## config.mk

```make
export PLATFORM = sky130hd
export DESIGN_NAME = jk_cmd_seq
export DESIGN_NICKNAME = d
export VERILOG_FILES = /design/src/rtl/jk_cmd_seq.sv
export SDC_FILE = /design/constraint.sdc
export NUM_CORES = 1
export LEC_CHECK = 0
export CORE_MARGIN = 2
export CORE_UTILIZATION = 30
export CTS_CLUSTER_DIAMETER = 150
export CTS_CLUSTER_SIZE = 40
export DETAILED_ROUTE_END_ITERATION = 8
export SLEW_MARGIN = 10
export SYNTH_ARGS = -nofsm -noshare
export SYNTH_HDL_FRONTEND = slang
export SYNTH_SLANG_ARGS = --single-unit
```

## constraint.sdc

```tcl
create_clock -name clk -period 3.1 [get_ports clk]
set_input_delay 0.775 -clock clk [delete_from_list [all_inputs] [get_ports clk]]
set_output_delay 0.775 -clock clk [all_outputs]
set_load 0.02 [all_outputs]
```

## src/rtl/jk_cmd_seq.sv

```systemverilog
// jk_cmd_seq -- command sequencer feeding a W-bit JK flip-flop bank.
//
// Commands (op, mask, rep) arrive over a valid/ready handshake and wait in a
// DEPTH-entry FIFO. The FSM pops one command at a time. For rep+1 cycles it
// drives per-bit J/K/E from that command, then pulses done for one cycle.
//
// Ports:
//   clk        system clock, rising edge
//   reset      synchronous, active-high reset
//   cmd_valid  command present on cmd_op/cmd_mask/cmd_rep
//   cmd_ready  FIFO not full; accept on cmd_valid && cmd_ready
//   cmd_op     00 HOLD, 01 RESET, 10 SET, 11 TOGGLE
//   cmd_mask   bits the command acts on
//   cmd_rep    number of apply cycles minus one
//   J, K, E    per-bit drive to the bank
//   busy       high while applying or signalling done
//   done       one-cycle pulse after the last apply cycle
//
// Optional build macro JK_CMD_VERIFY_EN adds:
//   q_obs      observed bank Q outputs
//   err        sticky: set when the bank state at DONE differs from the
//              state the command should have produced; cleared by reset
//
// State table:
//   S_IDLE  | outputs idle; pop FIFO head when available
//   S_APPLY | drive J/K/E from op_r/mask_r for cnt_r+1 cycles
//   S_DONE  | outputs idle; done=1 for one cycle

module jk_cmd_seq #(
    parameter int W     = 4,
    parameter int CNT_W = 4,
    parameter int DEPTH = 4
) (
    input  logic             clk,
    input  logic             reset,
    input  logic             cmd_valid,
    output logic             cmd_ready,
    input  logic [1:0]       cmd_op,
    input  logic [W-1:0]     cmd_mask,
    input  logic [CNT_W-1:0] cmd_rep,
`ifdef JK_CMD_VERIFY_EN
    input  logic [W-1:0]     q_obs,
    output logic             err,
`endif
    output logic [W-1:0]     J,
    output logic [W-1:0]     K,
    output logic [W-1:0]     E,
    output logic             busy,
    output logic             done
);

    localparam int AW = $clog2(DEPTH);
    localparam int EW = 2 + W + CNT_W;

    localparam logic [1:0] OP_HOLD   = 2'b00;
    localparam logic [1:0] OP_RESET  = 2'b01;
    localparam logic [1:0] OP_SET    = 2'b10;
    localparam logic [1:0] OP_TOGGLE = 2'b11;

    typedef enum logic [1:0] {
        S_IDLE  = 2'd0,
        S_APPLY = 2'd1,
        S_DONE  = 2'd2
    } state_t;

    // FIFO storage; pointers carry one extra wrap bit to tell full from empty
    logic [EW-1:0]    mem [DEPTH];
    logic [AW:0]      wr_ptr;
    logic [AW:0]      rd_ptr;
    logic             full;
    logic             empty;
    logic             push;
    logic             pop;
    logic [EW-1:0]    head;
    logic [1:0]       head_op;
    logic [W-1:0]     head_mask;
    logic [CNT_W-1:0] head_rep;

    state_t           state_r;
    state_t           state_nx;
    logic [1:0]       op_r;
    logic [W-1:0]     mask_r;
    logic [CNT_W-1:0] cnt_r;

    assign full      = (wr_ptr[AW] != rd_ptr[AW]) && (wr_ptr[AW-1:0] == rd_ptr[AW-1:0]);
    assign empty     = (wr_ptr == rd_ptr);
    assign cmd_ready = !full;
    assign push      = cmd_valid && !full;

    assign head      = mem[rd_ptr[AW-1:0]];
    assign head_op   = head[EW-1 -: 2];
    assign head_mask = head[CNT_W +: W];
    assign head_rep  = head[CNT_W-1:0];

    always_ff @(posedge clk) begin
        if (push) begin
            mem[wr_ptr[AW-1:0]] <= {cmd_op, cmd_mask, cmd_rep};
        end
    end

    always_ff @(posedge clk) begin
        if (reset) begin
            wr_ptr <= '0;
            rd_ptr <= '0;
        end else begin
            if (push) wr_ptr <= wr_ptr + 1'b1;
            if (pop)  rd_ptr <= rd_ptr + 1'b1;
        end
    end

    always_comb begin
        state_nx = state_r;
        pop      = 1'b0;
        case (state_r)
            S_IDLE: begin
                if (!empty) begin
                    pop      = 1'b1;
                    state_nx = S_APPLY;
                end
            end
            S_APPLY: begin
                if (cnt_r == '0) state_nx = S_DONE;
            end
            S_DONE:  state_nx = S_IDLE;
            default: state_nx = S_IDLE;
        endcase
    end

    always_ff @(posedge clk) begin
        if (reset) begin
            state_r <= S_IDLE;
            op_r    <= OP_HOLD;
            mask_r  <= '0;
            cnt_r   <= '0;
        end else begin
            state_r <= state_nx;
            if (pop) begin
                op_r   <= head_op;
                mask_r <= head_mask;
                cnt_r  <= head_rep;
            end else if (state_r == S_APPLY) begin
                cnt_r  <= cnt_r - 1'b1;
            end
        end
    end

    always_comb begin
        J    = '0;
        K    = '0;
        E    = '0;
        busy = (state_r != S_IDLE);
        done = (state_r == S_DONE);
        if (state_r == S_APPLY) begin
            E = mask_r;
            J = mask_r & {W{op_r[1]}};
            K = mask_r & {W{(op_r == OP_RESET) || (op_r == OP_TOGGLE)}};
        end
    end

`ifdef JK_CMD_VERIFY_EN
    logic [W-1:0] q0_r;
    logic         rep0_r;
    logic         err_r;
    logic [W-1:0] q_exp;

    // TOGGLE flips the bank rep+1 times: net inversion only when rep is even
    always_comb begin
        q_exp = q0_r;
        case (op_r)
            OP_RESET:  q_exp = '0;
            OP_SET:    q_exp = '1;
            OP_TOGGLE: q_exp = q0_r ^ {W{~rep0_r}};
            default:   q_exp = q0_r;
        endcase
    end

    always_ff @(posedge clk) begin
        if (reset) begin
            q0_r   <= '0;
            rep0_r <= 1'b0;
            err_r  <= 1'b0;
        end else begin
            if (pop) begin
                q0_r   <= q_obs;
                rep0_r <= head_rep[0];
            end
            if ((state_r == S_DONE) && (((q_obs ^ q_exp) & mask_r) != '0)) begin
                err_r <= 1'b1;
            end
        end
    end

    assign err = err_r;
`endif

endmodule

```

; ---- Yosys cells after proc, flatten, opt, wreduce, memory -nomap -nowiden
; Memory sizes are Yosys's and may differ from the RTL's. A register that Yosys moved wholly into a read port is not among the register bits.
; Cells that the tools add are included.
[totals]
ram_bits = 40
elab_cells = 44
memories = 1
output_inout_bits = 15
latchBits = 0
register_bits = 18
in_bits = 13
mem_bits_ro = 0
[classes]
n_mul = 0
shifts = 0
order_cmp = 0
add_sub_neg = 3
muxes = 14
eq_ne = 9
bitwise_logic = 2
div_mod_pow = 0
n_reduce_logical = 9
[memory_table]
columns = name, depth, width, read_ports, rd_ports_with_merged_regs, write_ports, line
row1 = mem, 4, 10, 1, 1, 1, 67  ; logic [EW-1:0] mem [DEPTH];
[ops]
columns = op, n
row1 = $mux 4, 5
row2 = $and 4x4->4, 2
row3 = $mux 2, 4
row4 = $add 3x1->3 const B, 2
row5 = $eq 2x1->1 const B, 2
row6 = $eq 2x2->1 const B, 2
row7 = $logic_not 4->1, 1
row8 = $mux 1, 4
row9 = $ne 2x2->1 const B, 2
row10 = $pmux 2 s2, 1
row11 = $reduce_bool 2->1, 2
row12 = $sub 4x1->4 const B, 1
row13 = $eq 3x3->1, 1
row14 = $eq 2x2->1, 1
row15 = $logic_and 1x1->1, 2
row16 = $logic_not 2->1, 1
row17 = $reduce_and 2->1, 1
row18 = $logic_not 1->1, 1
row19 = $logic_or 1x1->1, 1
row20 = $ne 1x1->1, 1

; ---- Logic depth before layout (Yosys ltp)
; Gate-level depths: netlist (run 1).
[depth]
ltp_word = 6
ltp_mapped = 6
depth_no_buf = 6

; ---- Worst setup path before layout (run 1)
; Ideal clock, no wire load.
[synth_path]
kind = register to output
from = register state_r[0]
to = output port J[0]
stages_incl_launch_ff = 4
arrival_ps = 1163
n_path_buf = 1
setup_slack_ps = 1162
t_required_ps = 2325
path_cell_list = dfxtp_1 > nor2b_1 > clkbuf_1 > and3_1
[synth_between]
elab_chain_cells = 2
[synth_lines]
columns = element, line
row1 = "start, declared", 79  ; state_t state_r;
row2 = "start signal, assigned", 136  ; state_r <= state_nx;
row3 = $eq 2x1->1, 153  ; if (state_r == S_APPLY) begin
row4 = $mux 4, 153
row5 = "end, declared", 45  ; output logic [W-1:0] J,
; No other way between the ends.

; ---- Worst setup path in the final report (run 1)
[layout_path]
from = register state_r[0]
to = output port K[1]
[layout_between]
elab_chain_cells = 2
[layout_lines]
columns = element, line
row1 = $eq 2x1->1, 153
row2 = $mux 4, 153
row3 = "end, declared", 46  ; output logic [W-1:0] K,
; No other way between the ends.

==> results of run 1 <==
layer usage:
| layer | vias up | share of wire, % | GRT usage [%] |
|---|---|---|---|
| met3 | 2 | 4.7 | 3.399 |
| met1 | 684 | 53 | 15.44 |
| li1 | 691 | - | - |
| met4 | 0 | 0.65 | 6.071 |
| met2 | 36 | 42 | 15.43 |
| met5 | - | 0 | 0 |
final cells by class:
type | count | area [sq um]
Fill cell | 788 | 5065
Sequential cell | 60 | 1602
Multi-Input combinational cell | 94 | 845.8
Timing Repair Buffer | 29 | 285.3
Tap cell | 105 | 131.4
Clock buffer | 10 | 127.6
Clock inverter | 6 | 88.84
Inverter | 8 | 30.03
logic make-up (layout without fill, tap and decap cells):
group           after synthesis  after routing
mux                          20             20
fa+ha+maj                     6              6
compound gates               14             14
buf+inv                      14             53
xor+xnor                      7              7
flops                        60             60
simple gates                 47             47
sequential cells by signal, indices dropped and copies added (netlist names), named ones only:
signal / count
op_r: 2
cnt_r: 4
mask_r: 4
wr_ptr: 3
mem: 40
rd_ptr: 3
state_r: 2
worst max-delay path by stage:
stage / from / endpoint / slack, ns / depth (start not counted)
6_report: state_r[0]$_SDFFE_PP0P_ / K[1] / 0.45 / 4
5_1_grt: state_r[0]$_SDFFE_PP0P_ / K[1] / 0.30 / 4
4_1_cts: state_r[0]$_SDFFE_PP0P_ / J[1] / 0.42 / 4
3_5_place_dp: cmd_valid / mem[3][8]$_DFFE_PP_ / 0.65 / 3
3_3_place_gp: cmd_valid / mem[1][9]$_DFFE_PP_ / 0.68 / 3
2_1_floorplan: state_r[0]$_SDFFE_PP0P_ / J[0] / 1.16 / 3
report_power, final:
part           total, mW  switching [mW]  internal, mW
clock              0.762           0.309         0.452
sequential          1.10           0.128         0.975
combinational      0.665           0.326         0.339
total               2.53           0.763          1.77
per-stage QoR:
stage | total power [mW] | instance area [sq um]
after floorplan | 1.644 | 2512
after CTS | 2.563 | 3110
after detailed placement | 1.801 | 2894
after global routing | 2.692 | 3110
after global placement | 1.784 | 2894
final | 2.530 | 3110
critical path, stage by stage (launching register included):
cell	delay, ns
sky130_fd_sc_hd__dfxtp_1	0.43
sky130_fd_sc_hd__nor2b_1	0.16
sky130_fd_sc_hd__buf_4	0.18
sky130_fd_sc_hd__and3_1	0.18
sky130_fd_sc_hd__clkdlybuf4s50_1	0.60
cell usage in the layout (no fill, tap or decap), types with 3 or more instances in the layout:
master	n
sky130_fd_sc_hd__a21oi_1	5
sky130_fd_sc_hd__and2_1	8
sky130_fd_sc_hd__and3_1	8
sky130_fd_sc_hd__clkbuf_8	9
sky130_fd_sc_hd__clkdlybuf4s50_1	27
sky130_fd_sc_hd__dfxtp_1	20
sky130_fd_sc_hd__edfxtp_1	40
sky130_fd_sc_hd__ha_1	6
sky130_fd_sc_hd__inv_1	8
sky130_fd_sc_hd__mux2i_1	9
sky130_fd_sc_hd__mux4_2	10
sky130_fd_sc_hd__nor2_1	17
sky130_fd_sc_hd__xnor2_1	3
==> flow_metrics.env, run 1 <==
export IMPL_grt_pass1_vias=1419
export IMPL_timing_rr_start="wr_ptr[1]$_SDFFE_PP0P_"
export IMPL_post_route_drc_count=0
export IMPL_holdCritPathClass="register to register"
export IMPL_worst_path_required_ns=2.32
export IMPL_synth_top_cells_by_area="sky130_fd_sc_hd__edfxtp_1 48%, sky130_fd_sc_hd__dfxtp_1 16%, sky130_fd_sc_hd__mux4_2 9.0%, sky130_fd_sc_hd__mux2i_1 3.6%, sky130_fd_sc_hd__ha_1 3.0%"
export IMPL_postLayoutCoreUtil_pct=38.05
export IMPL_seq_area_frac_synth_pct=63.75
export IMPL_synth_compound_gate_area_share_pct=4.631
export IMPL_dpl_worst_slack_ns=0.6511
export IMPL_dominantRegCellSynth="sky130_fd_sc_hd__edfxtp_1"
export IMPL_vias_per_cell=4.529
export IMPL_core_region_area_sq_mm=0.008175
export IMPL_yosys_area_share_xor_xnor_pct=3.038
export IMPL_hold_path_cell_count=2
export IMPL_detailed_routing_iteration_count_for_the_pre_antenna_repair_pass=4
export IMPL_setup_repair_after_global_routing_missed_its_margin="false"
export IMPL_cts_sinks=60
export IMPL_post_route_cells_drive_above_1_share_pct=16.43
export IMPL_synth_adder_area_share_pct=2.988
export IMPL_finalNetCount=221
export IMPL_setup_worst_path_end_class="output port"
export IMPL_antenna_found_initial=0
export IMPL_finalHoldViolCount=0
export IMPL_vias=1413
export IMPL_cts_buffers_inserted=9
export IMPL_syn_instance_count=168
export IMPL_ctsResizeCount=0
export IMPL_path_clk_slew_ns=0.07
export IMPL_critical_path_max_fanout=15
export IMPL_synthSimpleGateAreaFrac_pct=10.01
export IMPL_worst_slew_margin_rel_pct=44.30
export IMPL_synth_distinct_cells=35
export IMPL_antenna_left=0
export IMPL_die_width_um=95.52
export IMPL_port_buffer_count=27
export IMPL_synth_seq_cells=60
export IMPL_finClkSkew_ns=0.006871
export IMPL_place_congestion=0.7455
export IMPL_ys_warn_count=0
export IMPL_count_of_h_tree_levels_built_during_cts=3
export IMPL_cp_arrival_ns=1.87
export IMPL_timing_critical_path_from_type="register"
export IMPL_effective_utilization_at_floorplan_pct=30.73
export IMPL_async_reset_ff_share_pct=0
export IMPL_worst_pin_slew_ns=0.8354
export IMPL_core_rowCount=33
export IMPL_post_synth_top_count_cell="sky130_fd_sc_hd__edfxtp_1"
export IMPL_reg2reg_slack_ns=1.14
export IMPL_drt_total_wl_um=4463
export IMPL_power_static_leakage_nw=1.122
export IMPL_power_per_unit_of_standard_cell_area_mw_per_mm2=813.4
export IMPL_worst_slack_ns=0.4514
export IMPL_outcome="finished, final reports clean"
export IMPL_wl_per_cell_um=14.30
export IMPL_dieArea_sq_mm=0.009123
export IMPL_netlist_area_sq_mm=0.002512
export IMPL_synth_mux_area_fraction_pct=13.00
export IMPL_finalWorstPathRequiredPeriod_ns=2.649
export IMPL_vdd_drop_max_uv=258.1
export IMPL_tns_ns=0
export IMPL_whs_endpoint="cnt_r[1]$_SDFFE_PP0P_"
export IMPL_cts_hold_fix_buffers=0
export IMPL_postSynthAreaPerCell_sq_um=14.95
export IMPL_synth_top_cell_area_share_pct=47.81
export IMPL_antennaDiodeCount=0
export IMPL_tritoncts_clock_tree="yes"
export IMPL_timing_hold_worst_start="cnt_r[1]$_SDFFE_PP0P_"
export IMPL_netlist_top_cells_count="40 x sky130_fd_sc_hd__edfxtp_1, 20 x sky130_fd_sc_hd__dfxtp_1, 17 x sky130_fd_sc_hd__nor2_1, 10 x sky130_fd_sc_hd__mux4_2, 9 x sky130_fd_sc_hd__mux2i_1"
export IMPL_timing_final_crit_share_pct=85.44
export IMPL_largest_net_degree_at_the_start_of_global_routing=21
export IMPL_criticalPathCategory="register to output port"
export IMPL_grtUsageTotal_pct=11.12
export IMPL_dp_final_hpwl_um=3221
export IMPL_main_combinational_cell_family_by_area_after_synthesis="multiplexers"
export IMPL_max_freq_mhz=377.6
export IMPL_top_level_ports=28
export IMPL_synth_edff_count=40
export IMPL_slew_viol_final=0
export IMPL_cts_buffer_depth=2
export IMPL_maxCapViolCount=0
export IMPL_root_buffer="sky130_fd_sc_hd__clkbuf_8"
export IMPL_global_route_overflow_total=0
export IMPL_critical_path_reg2reg_endpoint="mem[3][1]$_DFFE_PP_"
export IMPL_dp_cells=296
export IMPL_fin_hold_ws_ns=0.5287
export IMPL_setup_viol=0
export IMPL_syn_nets=187
export IMPL_die_height_um=95.52
export IMPL_final_cell_count_no_fill=312
export IMPL_initialDrtViolationCount=87
export IMPL_wire_length_of_the_first_global_routing_pass_um=7320
export IMPL_worstRegToRegCells=3
export IMPL_synthToLayoutAreaGrowth_pct=23.80
export IMPL_synthDominantAreaCellType="sky130_fd_sc_hd__edfxtp_1"
export IMPL_insertion_delay_ns=0.33
export IMPL_cts_post_setup_buffers_inserted=0
(Power assumes the default switching activity.)
==> run 2: changes to the inputs <==
--- a/config.mk
+++ b/config.mk
@@ -6,7 +6,7 @@
 export NUM_CORES = 1
 export LEC_CHECK = 0
 export CORE_MARGIN = 2
-export CORE_UTILIZATION = 30
+export CORE_UTILIZATION = 32
 export CTS_CLUSTER_DIAMETER = 150
 export CTS_CLUSTER_SIZE = 40
 export DETAILED_ROUTE_END_ITERATION = 8
==> run 2 against run 1 <==
Compared with the run above:
- first-iteration DRC count fell by 49%
- critical path type unchanged
- via count is 0.71% lower
- final cell count shrank 0.96%
- core utilization up 3.0 points
- combinational power decreased by 0.8%
==> flow_metrics.env, run 2 (same netlist as run 1, synthesis figures left out) <==
export IMPL_wire_length_of_the_first_global_routing_pass_um=7155
export IMPL_tns_ns=0
export IMPL_max_freq_mhz=376.5
export IMPL_core_rowCount=32
export IMPL_cts_sinks=60
export IMPL_cts_buffers_inserted=9
export IMPL_die_height_um=92.61
export IMPL_timing_rr_start="wr_ptr[0]$_SDFFE_PP0P_"
export IMPL_detailed_routing_iteration_count_for_the_pre_antenna_repair_pass=4
export IMPL_criticalPathCategory="register to output port"
export IMPL_critical_path_slowest_cell="sky130_fd_sc_hd__clkdlybuf4s50_1"
export IMPL_setup_repair_after_global_routing_missed_its_margin="false"
export IMPL_cp_arrival_ns=1.88
export IMPL_setup_viol=0
export IMPL_insertion_delay_ns=0.33
export IMPL_dpl_worst_slack_ns=0.6357
export IMPL_layout_commonest_cell="sky130_fd_sc_hd__edfxtp_1"
export IMPL_cpLargestDelayFamily="buffers and inverters"
export IMPL_power_static_leakage_nw=1.136
export IMPL_vias=1403
export IMPL_cts_post_setup_buffers_inserted=0
export IMPL_comb_power_share_pct=25.2
export IMPL_dp_cells=293
export IMPL_fin_hold_ws_ns=0.5273
export IMPL_worst_slack_ns=0.4437
export IMPL_final_cell_count_no_fill=309
export IMPL_grt_pass1_vias=1411
export IMPL_fin_area_sq_mm=0.003137
export IMPL_largest_net_degree_at_the_start_of_global_routing=21
export IMPL_dieArea_sq_mm=0.008576
export IMPL_finalNetCount=221
export IMPL_antenna_found_initial=0
export IMPL_critical_path_max_fanout=15
export IMPL_seq_power_share_pct=42.3
export IMPL_root_buffer="sky130_fd_sc_hd__clkbuf_8"
export IMPL_maxCapViolCount=0
export IMPL_timing_critical_path_depth=4
export IMPL_power_per_unit_of_standard_cell_area_mw_per_mm2=835.1
export IMPL_post_route_cells_drive_above_1_share_pct=16.91
export IMPL_path_clk_slew_ns=0.07
export IMPL_outcome="finished, final reports clean"
export IMPL_worst_path_required_ns=2.32
export IMPL_antenna_left=0
export IMPL_worst_slew_margin_rel_pct=45.87
export IMPL_crit_path_cell_trace="nor2b_1 -> buf_4 -> and3_1 -> clkdlybuf4s50_1"
export IMPL_finalWorstPathRequiredPeriod_ns=2.656
export IMPL_post_route_drc_count=0
export IMPL_top_level_ports=28
export IMPL_port_buffer_count=27
export IMPL_wl_per_cell_um=13.86
export IMPL_largest_reg_flops=40
export IMPL_p_sw_uw=767.0
export IMPL_vdd_drop_max_uv=220.4
export IMPL_global_route_overflow_total=0
export IMPL_critical_path_reg2reg_endpoint="mem[1][4]$_DFFE_PP_"
export IMPL_timing_critical_path_from_type="register"
export IMPL_placement_stage_cell_area_sq_mm=0.002890
export IMPL_vias_per_cell=4.540
export IMPL_cts_hold_fix_buffers=0
export IMPL_synthToLayoutAreaGrowth_pct=24.85
export IMPL_initialDrtViolationCount=44
export IMPL_mostFrequentLayoutCells="40 x sky130_fd_sc_hd__edfxtp_1, 27 x sky130_fd_sc_hd__clkdlybuf4s50_1, 20 x sky130_fd_sc_hd__dfxtp_1"
export IMPL_reg2reg_slack_ns=1.10
export IMPL_final_fill_count=714
export IMPL_place_congestion=0.7581
export IMPL_setup_worst_path_end_class="output port"
export IMPL_core_region_area_sq_mm=0.007647
export IMPL_swShare_pct=29.28
export IMPL_critical_path_max_stage_delay_ns=0.60
export IMPL_die_width_um=92.61
export IMPL_count_of_h_tree_levels_built_during_cts=3
export IMPL_power_share_clock_pct=32.5
export IMPL_effective_utilization_at_floorplan_pct=32.85
export IMPL_timing_critical_path_buf_inv=2
export IMPL_ctsResizeCount=0
export IMPL_antennaDiodeCount=0
export IMPL_slew_viol_final=0
export IMPL_timing_final_crit_share_pct=85.69
export IMPL_dp_final_hpwl_um=3104
export IMPL_critical_path_startpoint="state_r[0]$_SDFFE_PP0P_"
export IMPL_p_int_mw=1.853
export IMPL_holdCritPathClass="register to register"
export IMPL_finClkSkew_ns=0.005321
export IMPL_worst_pin_slew_ns=0.8119
export IMPL_cts_buffer_depth=2
export IMPL_tritoncts_clock_tree="yes"
export IMPL_finalHoldViolCount=0
export IMPL_worstRegToRegCells=3
export IMPL_crit_end="J[0]"
export IMPL_grtUsageTotal_pct=11.30
export IMPL_drt_total_wl_um=4284
[run 2: cell types whose count changed in the layout (fill, tap and decap cells not counted)]
cell	before	now
sky130_fd_sc_hd__clkinv_4	1	0
sky130_fd_sc_hd__bufinv_16	2	3
sky130_fd_sc_hd__clkbuf_1	1	0
sky130_fd_sc_hd__inv_6	0	2
sky130_fd_sc_hd__clkinv_2	1	0
[run 2: power groups by stage]
stage | clock network (mW) | registers (mW) | logic (mW)
floorplan | 0 | 1.06 | 0.587
global placement | 0 | 1.12 | 0.658
detailed placement | 0 | 1.13 | 0.669
CTS | 0.873 | 1.11 | 0.674
global route | 0.914 | 1.13 | 0.740
finish | 0.852 | 1.11 | 0.660
[run 2: cell type report]
cell class | instances | area, sq um | area share, %
sequential | 60 | 1602 | 51.06
multi-input combinational | 94 | 845.8 | 26.96
timing repair buffer | 29 | 285.3 | 9.095
tap | 102 | 127.6 | 4.069
clock buffer | 9 | 123.9 | 3.949
clock inverter | 7 | 122.6 | 3.909
inverter | 8 | 30.03 | 0.9573
[run 2: worst min-delay path by stage]
stage / cells past startpoint / from / slack (ns) / end
2_1_floorplan: 2 / mask_r[3]$_SDFFE_PP0P_ / 0.48 / mask_r[3]$_SDFFE_PP0P_
3_3_place_gp: 2 / mask_r[3]$_SDFFE_PP0P_ / 0.51 / mask_r[3]$_SDFFE_PP0P_
3_5_place_dp: 2 / cnt_r[1]$_SDFFE_PP0P_ / 0.51 / cnt_r[1]$_SDFFE_PP0P_
4_1_cts: 2 / cnt_r[1]$_SDFFE_PP0P_ / 0.53 / cnt_r[1]$_SDFFE_PP0P_
5_1_grt: 2 / cnt_r[1]$_SDFFE_PP0P_ / 0.56 / cnt_r[1]$_SDFFE_PP0P_
6_report: 2 / cnt_r[1]$_SDFFE_PP0P_ / 0.53 / cnt_r[1]$_SDFFE_PP0P_
[run 2: layer usage]
| layer | global-route usage (%) | share of wire, % | routed length (um) |
|---|---|---|---|
| met5 | 0 | 0 | 0 |
| met4 | 6.716 | 1.8 | 77 |
| met3 | 3.336 | 5.2 | 221 |
| met2 | 16.48 | 45 | 1923 |
| met1 | 14.85 | 48 | 2061 |
[run 2: through the flow]
stage / total power, mW / util, %
global placement: 1.781 / 37.79
finish: 2.620 / 41.02
floorplan: 1.644 / -
CTS: 2.660 / 41.02
detailed placement: 1.800 / 37.79
global route: 2.786 / 41.02
[run 2: worst register-to-register path: cells and delay by family (launching register included)]
family	cells	cell delay (ns)
DFF	1	0.49
xor gates and xnor gates	1	0.29
and+or+nand+nor	1	0.51
AOI/OAI and AO/OA	1	0.35
==> run 3: changes to the inputs <==
--- a/config.mk
+++ b/config.mk
@@ -10,6 +10,7 @@
 export CTS_CLUSTER_DIAMETER = 150
 export CTS_CLUSTER_SIZE = 40
 export DETAILED_ROUTE_END_ITERATION = 8
+export GPL_ROUTABILITY_DRIVEN = 0
 export SLEW_MARGIN = 10
 export SYNTH_ARGS = -nofsm -noshare
 export SYNTH_HDL_FRONTEND = slang
==> results of run 3 <==
No change in the layout: final DEF, timing and power equal those of run 2.
